**config.mk**
```make
export PLATFORM = sky130hd
export DESIGN_NAME = multicycle_ctrl_flat
export DESIGN_NICKNAME = d
export VERILOG_FILES = /design/src/rtl/multicycle_ctrl_if.sv /design/src/rtl/multicycle_ctrl.sv /design/src/flat_wrapper.sv
export SDC_FILE = /design/constraint.sdc
export NUM_CORES = 1
export LEC_CHECK = 0
export CORE_MARGIN = 2
export CORE_UTILIZATION = 34
export DETAILED_ROUTE_END_ITERATION = 6
export GPL_ROUTABILITY_DRIVEN = 0
export PLACE_DENSITY = 0.85
export RECOVER_POWER = 25
export SYNTH_ARGS = -nofsm -noshare
export SYNTH_HDL_FRONTEND = slang
export SYNTH_SLANG_ARGS = --single-unit
```
**constraint.sdc**
```tcl
create_clock -name clk -period 2.6 [get_ports clk]
set_input_delay 0.39 -clock clk [delete_from_list [all_inputs] [get_ports clk]]
set_output_delay 0.39 -clock clk [all_outputs]
set_load 0.005 [all_outputs]
```
**src/rtl/multicycle_ctrl_if.sv**
```systemverilog
// Bundle between the multi-cycle main control FSM and the datapath/memory it sequences.
// master = controller side, slave = datapath/memory side.
interface multicycle_ctrl_if;
    logic        run;
    logic [31:0] instr;
    logic        mem_ready;
    logic        mem_req;
    logic        pc_write_en;
    logic        ir_write_en;
    logic        reg_write_en;
    logic        reg_dst;
    logic        alu_src;
    logic [2:0]  alu_ctrl;
    logic        mem_write_en;
    logic        mem_to_reg;
    logic        branch;
    logic        retired;
    logic        illegal;
    logic        mem_timeout;
    logic [3:0]  state_out;

    // Handshake: mem_req stays high until the cycle mem_ready is seen; that cycle completes the access.
    modport master (
        input  run, instr, mem_ready,
        output mem_req, pc_write_en, ir_write_en, reg_write_en, reg_dst, alu_src,
               alu_ctrl, mem_write_en, mem_to_reg, branch, retired, illegal,
               mem_timeout, state_out
    );

    modport slave (
        output run, instr, mem_ready,
        input  mem_req, pc_write_en, ir_write_en, reg_write_en, reg_dst, alu_src,
               alu_ctrl, mem_write_en, mem_to_reg, branch, retired, illegal,
               mem_timeout, state_out
    );
endinterface

```
**src/rtl/multicycle_ctrl.sv**
```systemverilog
// Multi-cycle MIPS main control FSM (R-type, lw, sw, beq, addi) over a shared memory port.
// Optional memory-wait watchdog enabled by defining MC_CTRL_TIMEOUT_EN.
module multicycle_ctrl #(
    parameter int unsigned TIMEOUT_CYCLES = 16
) (
    input  logic              clk,
    input  logic              rst,
    multicycle_ctrl_if.master bus
);

    typedef enum logic [3:0] {
        IDLE   = 4'd0,
        FETCH  = 4'd1,
        DECODE = 4'd2,
        MEMADR = 4'd3,
        MEMRD  = 4'd4,
        MEMWB  = 4'd5,
        MEMWR  = 4'd6,
        EXEC   = 4'd7,
        ALUWB  = 4'd8,
        BRANCH = 4'd9,
        ADDIEX = 4'd10,
        ADDIWB = 4'd11,
        TRAP   = 4'd15
    } state_t;

    localparam logic [5:0] OP_RTYPE = 6'b000000;
    localparam logic [5:0] OP_LW    = 6'b100011;
    localparam logic [5:0] OP_SW    = 6'b101011;
    localparam logic [5:0] OP_BEQ   = 6'b000100;
    localparam logic [5:0] OP_ADDI  = 6'b001000;

    localparam logic [2:0] ALU_ADD = 3'b010;
    localparam logic [2:0] ALU_SUB = 3'b110;

`ifdef MC_CTRL_TIMEOUT_EN
    localparam bit TMO_EN = 1'b1;
`else
    localparam bit TMO_EN = 1'b0;
`endif

    localparam int unsigned CW = $clog2(TIMEOUT_CYCLES + 1);

    state_t      state, next;
    logic [5:0]  opcode, funct;
    logic        unused_instr_bits;
    logic        wait_st, tmo_hit;
    logic [CW-1:0] tmo_cnt;
    logic        illegal_q, timeout_q;

    logic        mem_req, reg_write_en, reg_dst, alu_src, mem_write_en;
    logic        mem_to_reg, branch, retired;
    logic [2:0]  alu_ctrl;
    state_t      end_next;

    assign opcode            = bus.instr[31:26];
    assign funct             = bus.instr[5:0];
    assign unused_instr_bits = ^bus.instr[25:6];

    function automatic logic funct_ok(input logic [5:0] f);
        case (f)
            6'b100000, 6'b100010, 6'b100100, 6'b100101, 6'b101010: funct_ok = 1'b1;
            default:                                               funct_ok = 1'b0;
        endcase
    endfunction

    function automatic logic [2:0] funct_alu(input logic [5:0] f);
        case (f)
            6'b100010: funct_alu = ALU_SUB;
            6'b100100: funct_alu = 3'b000;
            6'b100101: funct_alu = 3'b001;
            6'b101010: funct_alu = 3'b111;
            default:   funct_alu = ALU_ADD;
        endcase
    endfunction

    always_ff @(posedge clk or posedge rst) begin
        if (rst) state <= IDLE;
        else     state <= next;
    end

    // Watchdog: cleared on every state change, counts consecutive mem_ready=0 cycles while waiting.
    assign wait_st = (state == FETCH) || (state == MEMRD) || (state == MEMWR);
    assign tmo_hit = TMO_EN && wait_st && !bus.mem_ready && (tmo_cnt == CW'(TIMEOUT_CYCLES - 1));

    if (TMO_EN) begin : g_tmo
        always_ff @(posedge clk or posedge rst) begin
            if (rst)                            tmo_cnt <= '0;
            else if (state != next)             tmo_cnt <= '0;
            else if (wait_st && !bus.mem_ready) tmo_cnt <= tmo_cnt + 1'b1;
        end
    end else begin : g_no_tmo
        assign tmo_cnt = '0;
    end

    assign end_next = bus.run ? FETCH : IDLE;

    always_comb begin
        next         = state;
        mem_req      = 1'b0;
        reg_write_en = 1'b0;
        reg_dst      = 1'b0;
        alu_src      = 1'b0;
        alu_ctrl     = 3'b000;
        mem_write_en = 1'b0;
        mem_to_reg   = 1'b0;
        branch       = 1'b0;
        retired      = 1'b0;
        case (state)
            IDLE:   if (bus.run) next = FETCH;
            FETCH: begin
                mem_req = 1'b1;
                if (bus.mem_ready) next = DECODE;
            end
            DECODE: begin
                case (opcode)
                    OP_LW, OP_SW: next = MEMADR;
                    OP_RTYPE:     next = funct_ok(funct) ? EXEC : TRAP;
                    OP_BEQ:       next = BRANCH;
                    OP_ADDI:      next = ADDIEX;
                    default:      next = TRAP;
                endcase
            end
            MEMADR: begin
                alu_src  = 1'b1;
                alu_ctrl = ALU_ADD;
                next     = (opcode == OP_LW) ? MEMRD : MEMWR;
            end
            MEMRD: begin
                mem_req  = 1'b1;
                alu_src  = 1'b1;
                alu_ctrl = ALU_ADD;
                if (bus.mem_ready) next = MEMWB;
            end
            MEMWB: begin
                reg_write_en = 1'b1;
                mem_to_reg   = 1'b1;
                retired      = 1'b1;
                next         = end_next;
            end
            MEMWR: begin
                mem_req      = 1'b1;
                mem_write_en = 1'b1;
                alu_src      = 1'b1;
                alu_ctrl     = ALU_ADD;
                if (bus.mem_ready) begin
                    retired = 1'b1;
                    next    = end_next;
                end
            end
            EXEC:   begin
                alu_ctrl = funct_alu(funct);
                next     = ALUWB;
            end
            ALUWB: begin
                alu_ctrl     = funct_alu(funct);
                reg_write_en = 1'b1;
                reg_dst      = 1'b1;
                retired      = 1'b1;
                next         = end_next;
            end
            BRANCH: begin
                branch   = 1'b1;
                alu_ctrl = ALU_SUB;
                retired  = 1'b1;
                next     = end_next;
            end
            ADDIEX: begin
                alu_src  = 1'b1;
                alu_ctrl = ALU_ADD;
                next     = ADDIWB;
            end
            ADDIWB: begin
                alu_src      = 1'b1;
                alu_ctrl     = ALU_ADD;
                reg_write_en = 1'b1;
                retired      = 1'b1;
                next         = end_next;
            end
            TRAP:    next = TRAP;
            default: next = IDLE;
        endcase
        if (tmo_hit) next = TRAP;
    end

    always_ff @(posedge clk or posedge rst) begin
        if (rst) begin
            illegal_q <= 1'b0;
            timeout_q <= 1'b0;
        end else begin
            if (state == DECODE && next == TRAP) illegal_q <= 1'b1;
            if (tmo_hit)                         timeout_q <= 1'b1;
        end
    end

    assign bus.mem_req      = mem_req;
    assign bus.pc_write_en  = (state == FETCH) && bus.mem_ready;
    assign bus.ir_write_en  = (state == FETCH) && bus.mem_ready;
    assign bus.reg_write_en = reg_write_en;
    assign bus.reg_dst      = reg_dst;
    assign bus.alu_src      = alu_src;
    assign bus.alu_ctrl     = alu_ctrl;
    assign bus.mem_write_en = mem_write_en;
    assign bus.mem_to_reg   = mem_to_reg;
    assign bus.branch       = branch;
    assign bus.retired      = retired;
    assign bus.illegal      = illegal_q;
    assign bus.mem_timeout  = timeout_q & TMO_EN;
    assign bus.state_out    = state;

endmodule
```
**src/flat_wrapper.sv**
```systemverilog
// flat-port wrapper written by rule: the top's interface ports become plain ports
module multicycle_ctrl_flat 
#(
    parameter int unsigned TIMEOUT_CYCLES = 16
)
  (clk, rst, bus_run, bus_instr, bus_mem_ready, bus_mem_req, bus_pc_write_en, bus_ir_write_en, bus_reg_write_en, bus_reg_dst, bus_alu_src, bus_alu_ctrl, bus_mem_write_en, bus_mem_to_reg, bus_branch, bus_retired, bus_illegal, bus_mem_timeout, bus_state_out);
  multicycle_ctrl_if bus_i ();
  input  logic clk;
  input  logic rst;
  input wire logic [$bits(bus_i.run)-1:0] bus_run;
  input wire logic [$bits(bus_i.instr)-1:0] bus_instr;
  input wire logic [$bits(bus_i.mem_ready)-1:0] bus_mem_ready;
  output wire logic [$bits(bus_i.mem_req)-1:0] bus_mem_req;
  output wire logic [$bits(bus_i.pc_write_en)-1:0] bus_pc_write_en;
  output wire logic [$bits(bus_i.ir_write_en)-1:0] bus_ir_write_en;
  output wire logic [$bits(bus_i.reg_write_en)-1:0] bus_reg_write_en;
  output wire logic [$bits(bus_i.reg_dst)-1:0] bus_reg_dst;
  output wire logic [$bits(bus_i.alu_src)-1:0] bus_alu_src;
  output wire logic [$bits(bus_i.alu_ctrl)-1:0] bus_alu_ctrl;
  output wire logic [$bits(bus_i.mem_write_en)-1:0] bus_mem_write_en;
  output wire logic [$bits(bus_i.mem_to_reg)-1:0] bus_mem_to_reg;
  output wire logic [$bits(bus_i.branch)-1:0] bus_branch;
  output wire logic [$bits(bus_i.retired)-1:0] bus_retired;
  output wire logic [$bits(bus_i.illegal)-1:0] bus_illegal;
  output wire logic [$bits(bus_i.mem_timeout)-1:0] bus_mem_timeout;
  output wire logic [$bits(bus_i.state_out)-1:0] bus_state_out;
  assign bus_i.run = bus_run;
  assign bus_i.instr = bus_instr;
  assign bus_i.mem_ready = bus_mem_ready;
  assign bus_mem_req = bus_i.mem_req;
  assign bus_pc_write_en = bus_i.pc_write_en;
  assign bus_ir_write_en = bus_i.ir_write_en;
  assign bus_reg_write_en = bus_i.reg_write_en;
  assign bus_reg_dst = bus_i.reg_dst;
  assign bus_alu_src = bus_i.alu_src;
  assign bus_alu_ctrl = bus_i.alu_ctrl;
  assign bus_mem_write_en = bus_i.mem_write_en;
  assign bus_mem_to_reg = bus_i.mem_to_reg;
  assign bus_branch = bus_i.branch;
  assign bus_retired = bus_i.retired;
  assign bus_illegal = bus_i.illegal;
  assign bus_mem_timeout = bus_i.mem_timeout;
  assign bus_state_out = bus_i.state_out;
  multicycle_ctrl #(.TIMEOUT_CYCLES(TIMEOUT_CYCLES)) u_core (.clk(clk), .rst(rst), .bus(bus_i));
endmodule
```
==> results.py <==
metrics = {
    "sta": {
        "setup_tns_ns": 0,
        "fin_crit_sh": 0.946,
        "rsz0062_at_grt": "false",
        "slew_viol_final": 0,
        "setup_viol": 0,
        "max_freq_mhz": 407,
        "finClkSkew_ns": 0.00190,
        "hold_violations": 0,
        "fin_crit_ns": 2.46,
        "fin_ws_ns": 0.142,
    },
    "worst_setup_path": {
        "crit_arrival_ns": 2.07,
        "critPathRequiredTime_ns": 2.21,
        "cp_max_fo": 3,
        "worstRegToRegCells": 5,
        "r2r_start": "u_core.bus.state_out[1]",
        "critPathLaunchType": "input port",
        "endpoint_kind": "output pin",
        "r2r_slack_ns": 0.85,
        "crit_type": "in2out",
        "r2r_end": "u_core.bus.state_out[2]",
    },
    "clock_network": {
        "clk_latency_ns": 0.25,
        "cts_tree": "done",
        "cts.reportedPaths.clkPinSlew_ns": 0.05,
        "cts-root-buf": "clkbuf_4",
        "cts_setup_buffers": 0,
        "post_cts_resized": 0,
        "hold_buffers": 0,
        "cts_buffer_depth": 2,
        "cts_buffers": 3,
        "htreeDepth": 1,
        "clock_sinks": 5,
    },
    "logic_synthesis": {
        "synth_ff_type": "dfrtp_1",
        "ys_ff_latch": 5,
        "yosysTopAreaCell": "dfrtp_1",
        "syn_nets": 123,
        "ys_async_sr_fraction": 1.00,
        "yosysMostFrequentCell": "nor2_1",
        "yosysWarnings": 0,
        "ys_top_cells_by_area": "dfrtp_1 19%, nor2_1 7.0%, nand2b_1 3.9%",
        "ys_top_cells_by_count": "12 x nor2_1, 6 x clkbuf_1, 5 x dfrtp_1",
        "synth_top_area_frac": 0.193,
        "synth_cells": 87,
        "syn-cell-area_um2": 647,
        "synth.distinct_cells": 41,
        "synth_edf_count": 0,
        "synth.avg_cell_area_um2": 7.44,
        "ys_seq_area_frac": 0.193,
    },
    "place": {
        "numPortBuffers": 33,
        "hpwl_um": 1520,
        "placed_cell_area_um2": 1010,
        "pre_cts_slack_ns": 0.0387,
    },
    "power_and_ir_drop": {
        "power_density_nw_per_um2": 947,
        "p_leak_nw": 0.406,
        "p_sw_mw": 0.415,
        "power_frac_clock": 0.099,
        "peakVddDrop_mv": 0.478,
        "finalPower_mw": 0.994,
        "pwr-share-comb": 0.744,
        "swShare": 0.418,
        "intPower_mw": 0.579,
        "seqPwrFrac": 0.157,
    },
    "global_route": {
        "grt_pass1_wl_um": 3220,
        "grt_max_degree": 15,
        "track_usage": 0.199,
        "grt_pass1_vias": 772,
        "antenna_found_initial": 0,
        "grt_overflow_total": 0,
    },
    "floorplanning": {
        "start_util": 0.367,
        "die_height_um": 47.6,
        "core_area_um2": 1760,
        "pin_count": 55,
        "die_w_um": 47.6,
        "rows": 15,
        "die_area_um2": 2270,
    },
    "min_path": {
        "hold_path_class": "reg2reg",
        "hp-start": "u_core.bus.illegal",
        "min_to": "u_core.bus.illegal",
        "whs_path_depth": 1,
    },
    "detailed_routing": {
        "dr.first_iter.drc_count": 18,
        "first_pass_iters": 4,
        "vias": 801,
        "drc": 0,
        "viasPerCell": 5.49,
        "ant_nets": 0,
        "drt_wl_total_um": 1980,
        "wl_per_cell_um": 13.6,
    },
    "outcome": {
        "outcome": "finished, final reports clean",
    },
    "cells_and_area": {
        "final_layout_size_suffix_gt1_frac": 0.0992,
        "nNetsFinal": 158,
        "area_growth_pct": 62.3,
        "diodes": 0,
        "final_area_um2": 1050,
    },
    "job": {
        "drv_cap": 0,
    },
}
-- critical path: stages --
cell             delay [ns]
clkdlybuf4s50_1        0.39
nand2b_1               0.21
nor4b_4                0.28
a31o_1                 0.18
a22o_1                 0.12
clkdlybuf4s50_1        0.50
-- per-stage QoR --
step | util | hold WS, ns | cells
after floorplan | - | 0.169 | 87
after global placement | 0.572 | 0.444 | 142
after detailed placement | 0.572 | 0.453 | 142
after CTS | 0.587 | 0.339 | 146
after global routing | 0.595 | 0.478 | 146
final | 0.595 | 0.462 | 146
-- per-layer routing --
metal,GRT usage,wire length (um),part of all wire,up-vias
met5,0,0,0,-
met4,0.0811,19,0.0096,0
met3,0.0415,142,0.072,2
met2,0.359,990,0.50,44
met1,0.227,832,0.42,366
li1,-,-,-,389
-- flip-flops by register name (all words and copies together) (netlist names) --
name	count
u_core.bus.illegal	1
u_core.bus.state_out	4
-- kinds of logic (layout without fill, tap and decap cells) --
kind of cell	after synthesis	after routing	synth area share
buf+inv	10	44	0.0696
simple gates	40	40	0.364
flops	5	5	0.193
xor+xnor	1	1	0.0135
compound gates	26	26	0.282
mux	4	4	0.0716
other cells	1	1	0.00580
-- cell usage in the layout, fill, tap and decap left out, drive strengths merged, types with 2 or more instances in the layout --
master and n:
nor4b 2, inv 2, clkbuf 4, clkdlybuf4s50 31, nor2 12, o21ai 6
buf 5, a31o 2, nor3b 2, nand2 4, a221o 2, nor3 3
dlygate4sd3 2, a31oi 2, mux2 2, nand2b 4, or4b 2, a21oi 3
mux2i 2, or4 2, dfrtp 5, a21o 2, nor2b 4
-- worst max-delay path by stage --
stage | endpoint | cells past startpoint | start
after CTS | bus_alu_ctrl[0] | 6 | bus_instr[4]
after floorplan | u_core.bus.illegal | 4 | bus_instr[1]
after detailed placement | bus_alu_ctrl[0] | 6 | bus_instr[4]
final | bus_alu_ctrl[2] | 6 | bus_instr[4]
after global routing | bus_alu_ctrl[0] | 6 | bus_instr[4]
after global placement | u_core.bus.illegal | 5 | bus_instr[1]
-- final cells by class --
class / instances / area (um^2)
inverters: 2 / 7.51
fillers: 168 / 714
flip-flops and latches: 5 / 125
multi-input cells: 72 / 492
repair buffers: 38 / 368
clock buffers: 4 / 26.3
well taps: 25 / 31.3
-- power by group through the flow --
stage | Sequential [mW] | Combinational, mW | Clock (mW)
after floorplan | 0.134 | 0.411 | 0
after global placement | 0.156 | 0.714 | 0
after detailed placement | 0.156 | 0.728 | 0
after CTS | 0.156 | 0.736 | 0.102
after global routing | 0.163 | 0.811 | 0.106
final | 0.156 | 0.739 | 0.0982
Note: power is estimated with default switching activity, not from simulation.
